===== config.mk =====
export PLATFORM = sky130hd
export DESIGN_NAME = cam_capture_ctrl
export DESIGN_NICKNAME = d
export VERILOG_FILES = /design/src/rtl/cam_capture_ctrl.sv
export SDC_FILE = /design/constraint.sdc
export NUM_CORES = 1
export LEC_CHECK = 0
export BUFFER_PORTS_ARGS = -buffer_cell sky130_fd_sc_hd__clkbuf_2
export CAP_MARGIN = 20
export CORE_MARGIN = 2
export CORE_UTILIZATION = 55
export CTS_CLUSTER_SIZE = 10
export DETAILED_ROUTE_END_ITERATION = 10
export GPL_TIMING_DRIVEN = 0
export PLACE_DENSITY_LB_ADDON = 0.12
export SLEW_MARGIN = 25
export SYNTH_ARGS = -nofsm -noshare
export SYNTH_HDL_FRONTEND = slang
export SYNTH_SLANG_ARGS = --single-unit

===== constraint.sdc =====
create_clock -name clk -period 4.6 [get_ports clk]
set_input_delay 0.69 -clock clk [delete_from_list [all_inputs] [get_ports clk]]
set_output_delay 0.69 -clock clk [all_outputs]
set_load 0.02 [all_outputs]

===== src/rtl/cam_capture_ctrl.sv =====
// cam_capture_ctrl: write-side controller for the camera frame buffer.
// Samples an 8-bit camera bus (RGB565, two bytes per pixel) between VSYNC/HREF framing, packs
// each pixel to RGB332 and writes it row-major at row*CAM_SCREEN_X + col. At frame end a border
// value is written to address CAM_SCREEN_X*CAM_SCREEN_Y.
//
// Ports:
//   clk             camera pixel clock; all logic on the rising edge
//   rst             synchronous active-high reset
//   capture_en      1 = capture frames continuously, 0 = stop after the current frame
//   cam_vsync       camera VSYNC, high between frames
//   cam_href        camera HREF, high while line bytes are valid
//   cam_data        camera byte bus
//   DP_RAM_addr_in  RAM write address (registered)
//   DP_RAM_data_in  RAM write data, RGB332 (registered)
//   DP_RAM_regW     RAM write enable, one cycle per write (registered)
//   frame_done      one-cycle pulse after the border write
//   busy            high whenever the controller is not idle
//
// Build option: define CAM_TEST_PATTERN_EN to replace camera data with a col/row test pattern.

module cam_capture_ctrl #(
   parameter int unsigned   CAM_SCREEN_X = 160,
   parameter int unsigned   CAM_SCREEN_Y = 120,
   parameter int unsigned   AW           = 15,
   parameter int unsigned   DW           = 8,
   parameter logic [DW-1:0] BORDER_COLOR = '0
) (
   input  logic          clk,
   input  logic          rst,
   input  logic          capture_en,
   input  logic          cam_vsync,
   input  logic          cam_href,
   input  logic [7:0]    cam_data,
   output logic [AW-1:0] DP_RAM_addr_in,
   output logic [DW-1:0] DP_RAM_data_in,
   output logic          DP_RAM_regW,
   output logic          frame_done,
   output logic          busy
);

   localparam int unsigned CW = $clog2(CAM_SCREEN_X + 1);
   localparam int unsigned RW = $clog2(CAM_SCREEN_Y + 1);
   localparam logic [CW-1:0] ColMax     = CW'(CAM_SCREEN_X);
   localparam logic [RW-1:0] RowMax     = RW'(CAM_SCREEN_Y);
   localparam logic [AW-1:0] LineStep   = AW'(CAM_SCREEN_X);
   localparam logic [AW-1:0] BorderAddr = AW'(CAM_SCREEN_X * CAM_SCREEN_Y);

   typedef enum logic [2:0] {StIdle, StWaitFrame, StCapture, StBorder, StDone} state_e;

   state_e        state_q, state_d;
   logic          vsync_q, href_q;
   logic [CW-1:0] col_q, col_d;
   logic [RW-1:0] row_q, row_d;
   logic [AW-1:0] base_q, base_d;
   logic          phase_q, phase_d;
   logic [AW-1:0] addr_q, addr_d;
   logic [DW-1:0] data_q, data_d;
   logic          we_q, we_d;
   logic [7:0]    pixel;

   logic vsync_fall, vsync_rise, href_fall;
   assign vsync_fall = vsync_q & ~cam_vsync;
   assign vsync_rise = ~vsync_q & cam_vsync;
   assign href_fall  = href_q & ~cam_href;

`ifdef CAM_TEST_PATTERN_EN
   logic [4:0] col5;
   logic [2:0] row3;
   assign col5  = 5'(col_q);
   assign row3  = 3'(row_q);
   assign pixel = {col5[2:0], row3, col5[4:3]};
`else
   // Only the bits of the first byte that survive RGB332 packing are kept: R[7:5], G-high[2:0].
   logic [5:0] b1_q, b1_d;
   assign pixel = {b1_q[5:3], b1_q[2:0], cam_data[4:3]};
`endif

   always_ff @(posedge clk) begin
      if (rst) begin
         state_q <= StIdle;
         vsync_q <= 1'b0;
         href_q  <= 1'b0;
         col_q   <= '0;
         row_q   <= '0;
         base_q  <= '0;
         phase_q <= 1'b0;
         addr_q  <= '0;
         data_q  <= '0;
         we_q    <= 1'b0;
`ifndef CAM_TEST_PATTERN_EN
         b1_q    <= '0;
`endif
      end else begin
         state_q <= state_d;
         vsync_q <= cam_vsync;
         href_q  <= cam_href;
         col_q   <= col_d;
         row_q   <= row_d;
         base_q  <= base_d;
         phase_q <= phase_d;
         addr_q  <= addr_d;
         data_q  <= data_d;
         we_q    <= we_d;
`ifndef CAM_TEST_PATTERN_EN
         b1_q    <= b1_d;
`endif
      end
   end

   always_comb begin
      state_d = state_q;
      col_d   = col_q;
      row_d   = row_q;
      base_d  = base_q;
      phase_d = phase_q;
      addr_d  = addr_q;
      data_d  = data_q;
      we_d    = 1'b0;
`ifndef CAM_TEST_PATTERN_EN
      b1_d    = b1_q;
`endif
      unique case (state_q)
         StIdle: begin
            if (capture_en) state_d = StWaitFrame;
         end
         StWaitFrame: begin
            if (vsync_fall) begin
               state_d = StCapture;
               col_d   = '0;
               row_d   = '0;
               base_d  = '0;
               phase_d = 1'b0;
            end
         end
         StCapture: begin
            if (vsync_rise) begin
               // Frame end wins over any partial pixel; border write issued with registered outputs.
               state_d = StBorder;
               phase_d = 1'b0;
               we_d    = 1'b1;
               addr_d  = BorderAddr;
               data_d  = BORDER_COLOR;
            end else if (href_fall) begin
               phase_d = 1'b0;
               col_d   = '0;
               if (row_q < RowMax) begin
                  row_d  = row_q + 1'b1;
                  base_d = base_q + LineStep;
               end
            end else if (cam_href) begin
               if (!phase_q) begin
                  phase_d = 1'b1;
`ifndef CAM_TEST_PATTERN_EN
                  b1_d    = {cam_data[7:5], cam_data[2:0]};
`endif
               end else begin
                  phase_d = 1'b0;
                  // Out-of-window pixels are dropped; col saturates at ColMax.
                  if ((col_q < ColMax) && (row_q < RowMax)) begin
                     we_d   = 1'b1;
                     addr_d = base_q + AW'(col_q);
                     data_d = DW'(pixel);
                     col_d  = col_q + 1'b1;
                  end
               end
            end
         end
         StBorder: begin
            state_d = StDone;
         end
         StDone: begin
            state_d = capture_en ? StWaitFrame : StIdle;
         end
         default: state_d = StIdle;
      endcase
   end

   assign DP_RAM_addr_in = addr_q;
   assign DP_RAM_data_in = data_q;
   assign DP_RAM_regW    = we_q;
   assign frame_done     = (state_q == StDone);
   assign busy           = (state_q != StIdle);

endmodule


==> run metrics, run 1 <==
Antenna Violating Nets Remaining=0; hold path depth=2; combinational cell fraction of total power=4.2%; FF-to-FF setup slack=2.57 ns; 1st-pass router iterations=4; CTS H-tree depth=3; via count=2418; setup_tns=0 ns; cell-internal power=0.000808 W; final WL=5.93 mm; outcome=finished, final reports clean; Seq pwr share=51.0%; Worst VDD drop=224 uV; CP Data Arrival Time=2.29 ns; CP required=4.86 ns; I/O pins=39; largest net degree at the start of global routing=11; Hold Path Class=register to register; Worst-Margin Slew=0.616 ns; syn avg cell area=8.88 sq um; synth warn=0; Clock power frac=44.8%; ratio of final minimum period to clock period=44.1%; global-route wire length before repair=10.0 mm; Iter 0 DRT Violations=134; commonest non-fill, non-tap cell in the layout=dfxtp_1; critical path's slowest cell=nor3b_2; ys async rst share=0%; TritonCTS buffer count=9; synthesis-stage register bit count=61; clk_lat worst skew=0.33 ns; die area=0.00564 sq mm; die width=75.1 um; layout cells sized above 1=19.1%; CTS tree=built; pwr dens=323 mW/mm^2; post-route cell area=0.00325 sq mm; Post-DP Area=0.00305 sq mm; Final min period=2.03 ns; initial antenna violation count=0; clock skew=0.00720 ns; Clk pin slew, worst setup/hold paths=0.07 ns; clock tree sinks=61; Mapped Nets=333; core region area=0.00479 sq mm; drt wl/cell=13.7 um; die height=75.1 um; grt total ovfl=0; crit-path max cell delay=0.40 ns; fmax=0.493 GHz; clk buf depth=2; DRC=0; leakage=1.27 nW; Synth cell types=46; Reg2Reg Depth=7; vias in the first global route=2160; PortBufs=38; Critical Path Start Type=register; RSZ-0062 raised after global routing=no; Slew Limit Fails=0; Net Sw Frac=22.8%; P_sw=0.000239 W; starting density of the core=58.1%; commonest cells after routing, fill and taps aside=dfxtp_1, nor2_1, clkbuf_2; Setup Viol. Count Final=0; DP HPWL=4.19 mm; post-cts hold buffer count=0; Overall Global Routing Usage=23.6%; Antenna Diode Count=0; Post-CTS Resized=0; area grow syn2layout=16.7%; Max Fanout on Critical Path=10; Worst Setup Path Type=register to register; Setup Buffers After CTS=0; sequential-to-total area share from yosys stat=43.9%; number of synthesized flops with an enable pin=0; synthesized area=0.00278 sq mm; net count reported at finish=382; worst-path cell chain=clkbuf_2 > nor3b_2 > nand2_1 > nor2_2 > buf_2 > nand4_1 > a21oi_1; clock root cell=clkbuf_8; row count=25; Final Hold Fails=0; Final Wtd Congestion=0.835; # fillers=426; detailed-route vias per instance=5.57; slew margin rel.=58.9%; Synth Flop Type=dfxtp_1; Max Cap Viol=0; CP endpoint kind=register; Mapped Cells=313
worst max-delay path, delay by kind of cell (launching register included):
kind / cells / cell delay [ns]
AND/OR/NAND/NOR: 4 / 1.04
buffers and inverters: 2 / 0.48
flip-flops: 1 / 0.31
AO/OA/AOI/OAI: 1 / 0.13
path summary, 6_finish.rpt:
check / startpoint / end
min: DP_RAM_addr_in[9] / DP_RAM_addr_in[9]
max: state_q[1] / col_q[7]
max reg2reg: state_q[1] / col_q[7]
min reg2reg: DP_RAM_addr_in[9] / DP_RAM_addr_in[9]
per-stage QoR:
step,utilization (%),cells,power [W],hold slack (ns),setup WS (ns)
6_report,67.8,434,0.00105,0.467,2.57
3_5_place_dp,63.8,418,0.000590,0.461,2.37
4_1_cts,67.8,434,0.00105,0.471,2.58
3_3_place_gp,63.8,418,0.000589,0.450,2.35
5_1_grt,67.8,434,0.00108,0.507,2.37
2_1_floorplan,-,313,0.000574,0.437,2.72
layout make-up:
cell class / instances / area [sq um] / share of cell area, %
inverters: 4 / 15.0 / 0.463
clock inverters: 5 / 50.0 / 1.54
plain buffers: 20 / 97.6 / 3.01
multi-input cells: 228 / 1450 / 44.6
clock buffers: 11 / 141 / 4.36
well taps: 67 / 83.8 / 2.58
repair buffers: 38 / 190 / 5.86
flip-flops and latches: 61 / 1220 / 37.6
power groups by stage:
| stage | Sequential, W | Combinational [W] | Clock, W |
|---|---|---|---|
| 6_report | 0.000534 | 0.0000436 | 0.000469 |
| 5_1_grt | 0.000535 | 0.0000485 | 0.000497 |
| 4_1_cts | 0.000534 | 0.0000436 | 0.000472 |
| 3_5_place_dp | 0.000546 | 0.0000434 | 0 |
| 3_3_place_gp | 0.000546 | 0.0000433 | 0 |
| 2_1_floorplan | 0.000546 | 0.0000281 | 0 |
state kept, by name, indices dropped and copies added (netlist names):
register	flops
DP_RAM_addr_in	15
DP_RAM_data_in	8
DP_RAM_regW	1
b1_q	6
base_q	10
col_q	8
href_q	1
phase_q	1
row_q	7
state_q	3
vsync_q	1
cells by family after synthesis:
family	after synthesis	synth area share, %
AO/OA/AOI/OAI	62	16.1
XOR/XNOR	23	7.25
adder cells (fa/ha/maj)	7	3.15
buffers and inverters	24	4.05
flip-flops	61	43.9
multiplexers	7	2.52
other	1	0.135
AND/OR/NAND/NOR	128	22.9
layer usage:
layer  GRT usage (%)  wire, um  vias up
met5               0         0        -
met4            10.1       119        0
met3            5.35       294       13
met2            35.5      2650       68
met1            32.5      2860     1122
li1                -         -     1215
cell usage after synthesis (2+ instances only):
| master | n | share of area, % |
|---|---|---|
| ha_1 | 7 | 3.2 |
| nor3_1 | 14 | 2.5 |
| a311oi_1 | 4 | 1.3 |
| a211oi_1 | 3 | 0.81 |
| a21o_1 | 2 | 0.54 |
| nor4_1 | 5 | 1.1 |
| mux2i_1 | 7 | 2.5 |
| a22o_1 | 4 | 1.3 |
| dfxtp_1 | 61 | 44 |
| a22oi_1 | 15 | 4.1 |
| nand3_1 | 13 | 2.3 |
| inv_1 | 4 | 0.54 |
| and3_1 | 3 | 0.68 |
| nor4b_1 | 2 | 0.63 |
| nor2b_1 | 6 | 1.4 |
| nand4_1 | 3 | 0.68 |
| nor2_1 | 53 | 7.2 |
| nand2b_1 | 2 | 0.45 |
| a21oi_1 | 12 | 2.2 |
| o21ai_0 | 11 | 2.0 |
| or3_1 | 2 | 0.45 |
| a221oi_1 | 4 | 1.3 |
| nor3b_1 | 3 | 0.81 |
| clkbuf_1 | 7 | 0.95 |
| xnor2_1 | 20 | 6.3 |
| nand2_1 | 12 | 1.6 |
| buf_2 | 11 | 2.0 |
| and2_1 | 3 | 0.68 |
| xor2_1 | 3 | 0.95 |
Note: power is estimated with default switching activity, not from simulation.
==> inputs of run 2 (changes only) <==
--- a/config.mk
+++ b/config.mk
@@ -5,10 +5,11 @@
 export SDC_FILE = /design/constraint.sdc
 export NUM_CORES = 1
 export LEC_CHECK = 0
+export ABC_AREA = 1
 export BUFFER_PORTS_ARGS = -buffer_cell sky130_fd_sc_hd__clkbuf_2
 export CAP_MARGIN = 20
 export CORE_MARGIN = 2
-export CORE_UTILIZATION = 55
+export CORE_UTILIZATION = 52
 export CTS_CLUSTER_SIZE = 10
 export DETAILED_ROUTE_END_ITERATION = 10
 export GPL_TIMING_DRIVEN = 0
==> constraint.sdc (replaced) <==
create_clock -name clk -period 1.71 [get_ports clk]
set_input_delay 0.2565 -clock clk [delete_from_list [all_inputs] [get_ports clk]]
set_output_delay 0.2565 -clock clk [all_outputs]
set_load 0.02 [all_outputs]
==> run 2 against run 1 <==
Non-clock buffer count fell by 7. Via count rose by 32%. Area after synthesis rose by 16%. Clock-buffer cell count did not move. Setup slack got worse by 2.4 ns. Die area rose by 21%. Hold slack got worse by 0.34 ns. Critical path type unchanged. Largest cell class unchanged. Highest routed layer unchanged.
==> run metrics, run 2 <==
Antenna Diode Count=0 (unchanged); Worst-Margin Slew=0.625 ns (was 0.616 ns); clk_lat worst skew=0.35 ns (was 0.33 ns); number of synthesized flops with an enable pin=0 (unchanged); clock root cell=clkbuf_8 (unchanged); DP HPWL=5.79 mm (was 4.19 mm); max reg flops=15 (unchanged); net count reported at finish=556 (was 382); area grow syn2layout=17.2% (was 16.7%); Worst VDD drop=642 uV (was 224 uV); Final min period=1.58 ns (was 2.03 ns); final WL=7.98 mm (was 5.93 mm); Hold Path Class=input port to register (was register to register); synthesis-stage register bit count=61 (unchanged); Setup Viol. Count Final=0 (unchanged); die area=0.00683 sq mm (was 0.00564 sq mm); CP Data Arrival Time=1.85 ns (was 2.29 ns); Final Wtd Congestion=0.854 (was 0.835); area leader, netlist=dfxtp_1 (unchanged); cell with the most instances after synthesis=nand2_1 (was dfxtp_1); leakage=1.62 nW (was 1.27 nW); post-synthesis adder-cell area fraction=2.72% (was 3.15%); Max Fanout on Critical Path=10 (unchanged); TritonCTS buffer count=9 (unchanged); Overall Global Routing Usage=25.1% (was 23.6%); commonest cells after routing, fill and taps aside=nand2_1, nor2_1, dfxtp_1 (was dfxtp_1, nor2_1, clkbuf_2); drt wl/cell=13.0 um (was 13.7 um); CTS tree=built (unchanged); detailed-route vias per instance=5.17 (was 5.57); synth warn=0 (unchanged); Synth Area in Simple Gates=38.2% (was 22.9%); die width=82.7 um (was 75.1 um); Compound-Gate Fraction of Synth Area=11.5% (was 16.1%); I/O pins=39 (unchanged); fmax=0.632 GHz (was 0.493 GHz); slew margin rel.=58.4% (was 58.9%); Clk pin slew, worst setup/hold paths=0.07 ns (about the same); Worst Setup Path Type=register to register (unchanged); Critical Path Start Type=register (unchanged); RSZ-0062 raised after global routing=no (unchanged); synthesized area=0.00322 sq mm (was 0.00278 sq mm); vias in the first global route=2768 (was 2160); starting density of the core=54.0% (was 58.1%); largest family of logic cells by synthesized area=simple AND/OR/NAND/NOR gates (unchanged); XOR/XNOR share of the synthesized area=0.817% (was 7.25%); ys async rst share=0% (unchanged); Final Hold Fails=0 (unchanged); Synth cell types=37 (was 46); Mapped Nets=507 (was 333); sequential-to-total area share from yosys stat=38.0% (was 43.9%); pwr dens=960 mW/mm^2 (was 323 mW/mm^2); DRC=0 (unchanged); Post-DP Area=0.00350 sq mm (was 0.00305 sq mm); clock tree sinks=61 (unchanged); 1st-pass router iterations=5 (was 4); clk buf depth=2 (unchanged); post-synth top area share=38.0% (was 43.9%); core region area=0.00596 sq mm (was 0.00479 sq mm); syn avg cell area=6.61 sq um (was 8.88 sq um); Iter 0 DRT Violations=161 (was 134); CP endpoint kind=register (unchanged); proportion of synthesized area in mux cells=0% (was 2.52%); Max Cap Viol=0 (unchanged); outcome=finished, final reports clean (unchanged); initial antenna violation count=0 (unchanged); CTS H-tree depth=3 (unchanged); ratio of final minimum period to clock period=92.5% (was 44.1%); row count=28 (was 25); commonest non-fill, non-tap cell in the layout=nand2_1 (was dfxtp_1); Antenna Violating Nets Remaining=0 (unchanged); Synth Flop Type=dfxtp_1 (unchanged); Slew Limit Fails=0 (unchanged); Mapped Cells=487 (was 313); layout cells sized above 1=17.6% (was 19.1%); via count=3187 (was 2418); CP required=1.98 ns (was 4.86 ns); setup_tns=0 ns (unchanged); post-route cell area=0.00377 sq mm (was 0.00325 sq mm); largest net degree at the start of global routing=12 (was 11); PortBufs=37 (was 38); Area contributors post-synth=dfxtp_1, nand2_1, nor2_1 (was dfxtp_1, nor2_1, xnor2_1); clock skew=0.0105 ns (was 0.00720 ns); die height=82.7 um (was 75.1 um); most common library cells after synthesis=nand2_1, nor2_1, dfxtp_1 (was dfxtp_1, nor2_1, xnor2_1); global-route wire length before repair=12.8 mm (was 10.0 mm); grt total ovfl=0 (unchanged)
-- run 2: cell types whose count changed in the layout (fill, tap and decap cells not counted), sizes merged, moves of 10 or more --
cell	previous run	this run
xnor2	20	2
a21oi	12	39
o21ai	11	21
nand3	13	37
nand2	12	148
inv	4	51
nor2	54	87
a22oi	15	0
nor3	14	3
-- run 2: critical path: stages (launching register included) --
cell and delay, ns:
dfxtp_1 0.36, nor2_4 0.17, nand2_4 0.13, nor2_2 0.12, nand2_2 0.11, nor2_8 0.17, buf_6 0.18, nand3_1 0.12
a21oi_1 0.14
-- run 2: final cells by class --
type                       count  area, sq um
timing repair buffer          38          196
clock buffer                  11          151
inverter                      51          201
buffer                        13         82.6
sequential                    61         1230
tap                           75         93.8
fill                         569         2180
multi-input combinational    362         1760
clock inverter                 5         58.8
-- run 2: metrics by stage --
step	hold slack [ns]	total power [W]	setup slack (ns)	std cells	util, %
floorplan	0.391	0.00209	0.240	487	-
global placement	0.447	0.00226	-0.0491	599	58.7
detailed placement	0.451	0.00227	-0.0800	599	58.7
CTS	0.128	0.00361	0.000435	615	62.3
global route	0.143	0.00378	0.00998	616	63.3
finish	0.129	0.00362	0.128	616	63.3
-- run 2: what timing repair did --
item	CTS	global route
gates cloned	0	0
pin swaps	0	1
endpoints found under the setup margin	3	26
buffers inserted	0	1
resized for setup	2	15
hold endpoints to repair	0	0
hold buffers	0	0
-- run 2: report_power, final --
group          internal [W]  leakage [nW]  switching (W)  total (W)
logic              0.000225          1.02       0.000495   0.000721
clock network      0.000752         0.102       0.000601    0.00135
registers           0.00148         0.496      0.0000697    0.00155
total               0.00246          1.62        0.00117    0.00362
-- run 2: final timing paths --
kind,start,end,slack (ns),depth (start not counted)
worst max-delay path,state_q[0],DP_RAM_addr_in[13],0.13,8
worst min-delay path,cam_data[5],b1_q[3],0.13,3
worst max register to register,state_q[0],DP_RAM_addr_in[13],0.13,8
worst min register to register,DP_RAM_addr_in[3],DP_RAM_addr_in[3],0.47,2
-- run 2: cells by family after synthesis --
family	Yosys count
DFF	61
AOI/OAI and AO/OA	68
and+or+nand+nor	283
buffers and inverters	64
other	1
xor gates and xnor gates	3
adders and majority gates	7
-- run 2: per-layer routing --
metal	track usage, %	part of all wire, %
met1	31.6	46
met2	41.9	47
met3	4.02	4.9
met4	11.6	2.1
met5	0	0
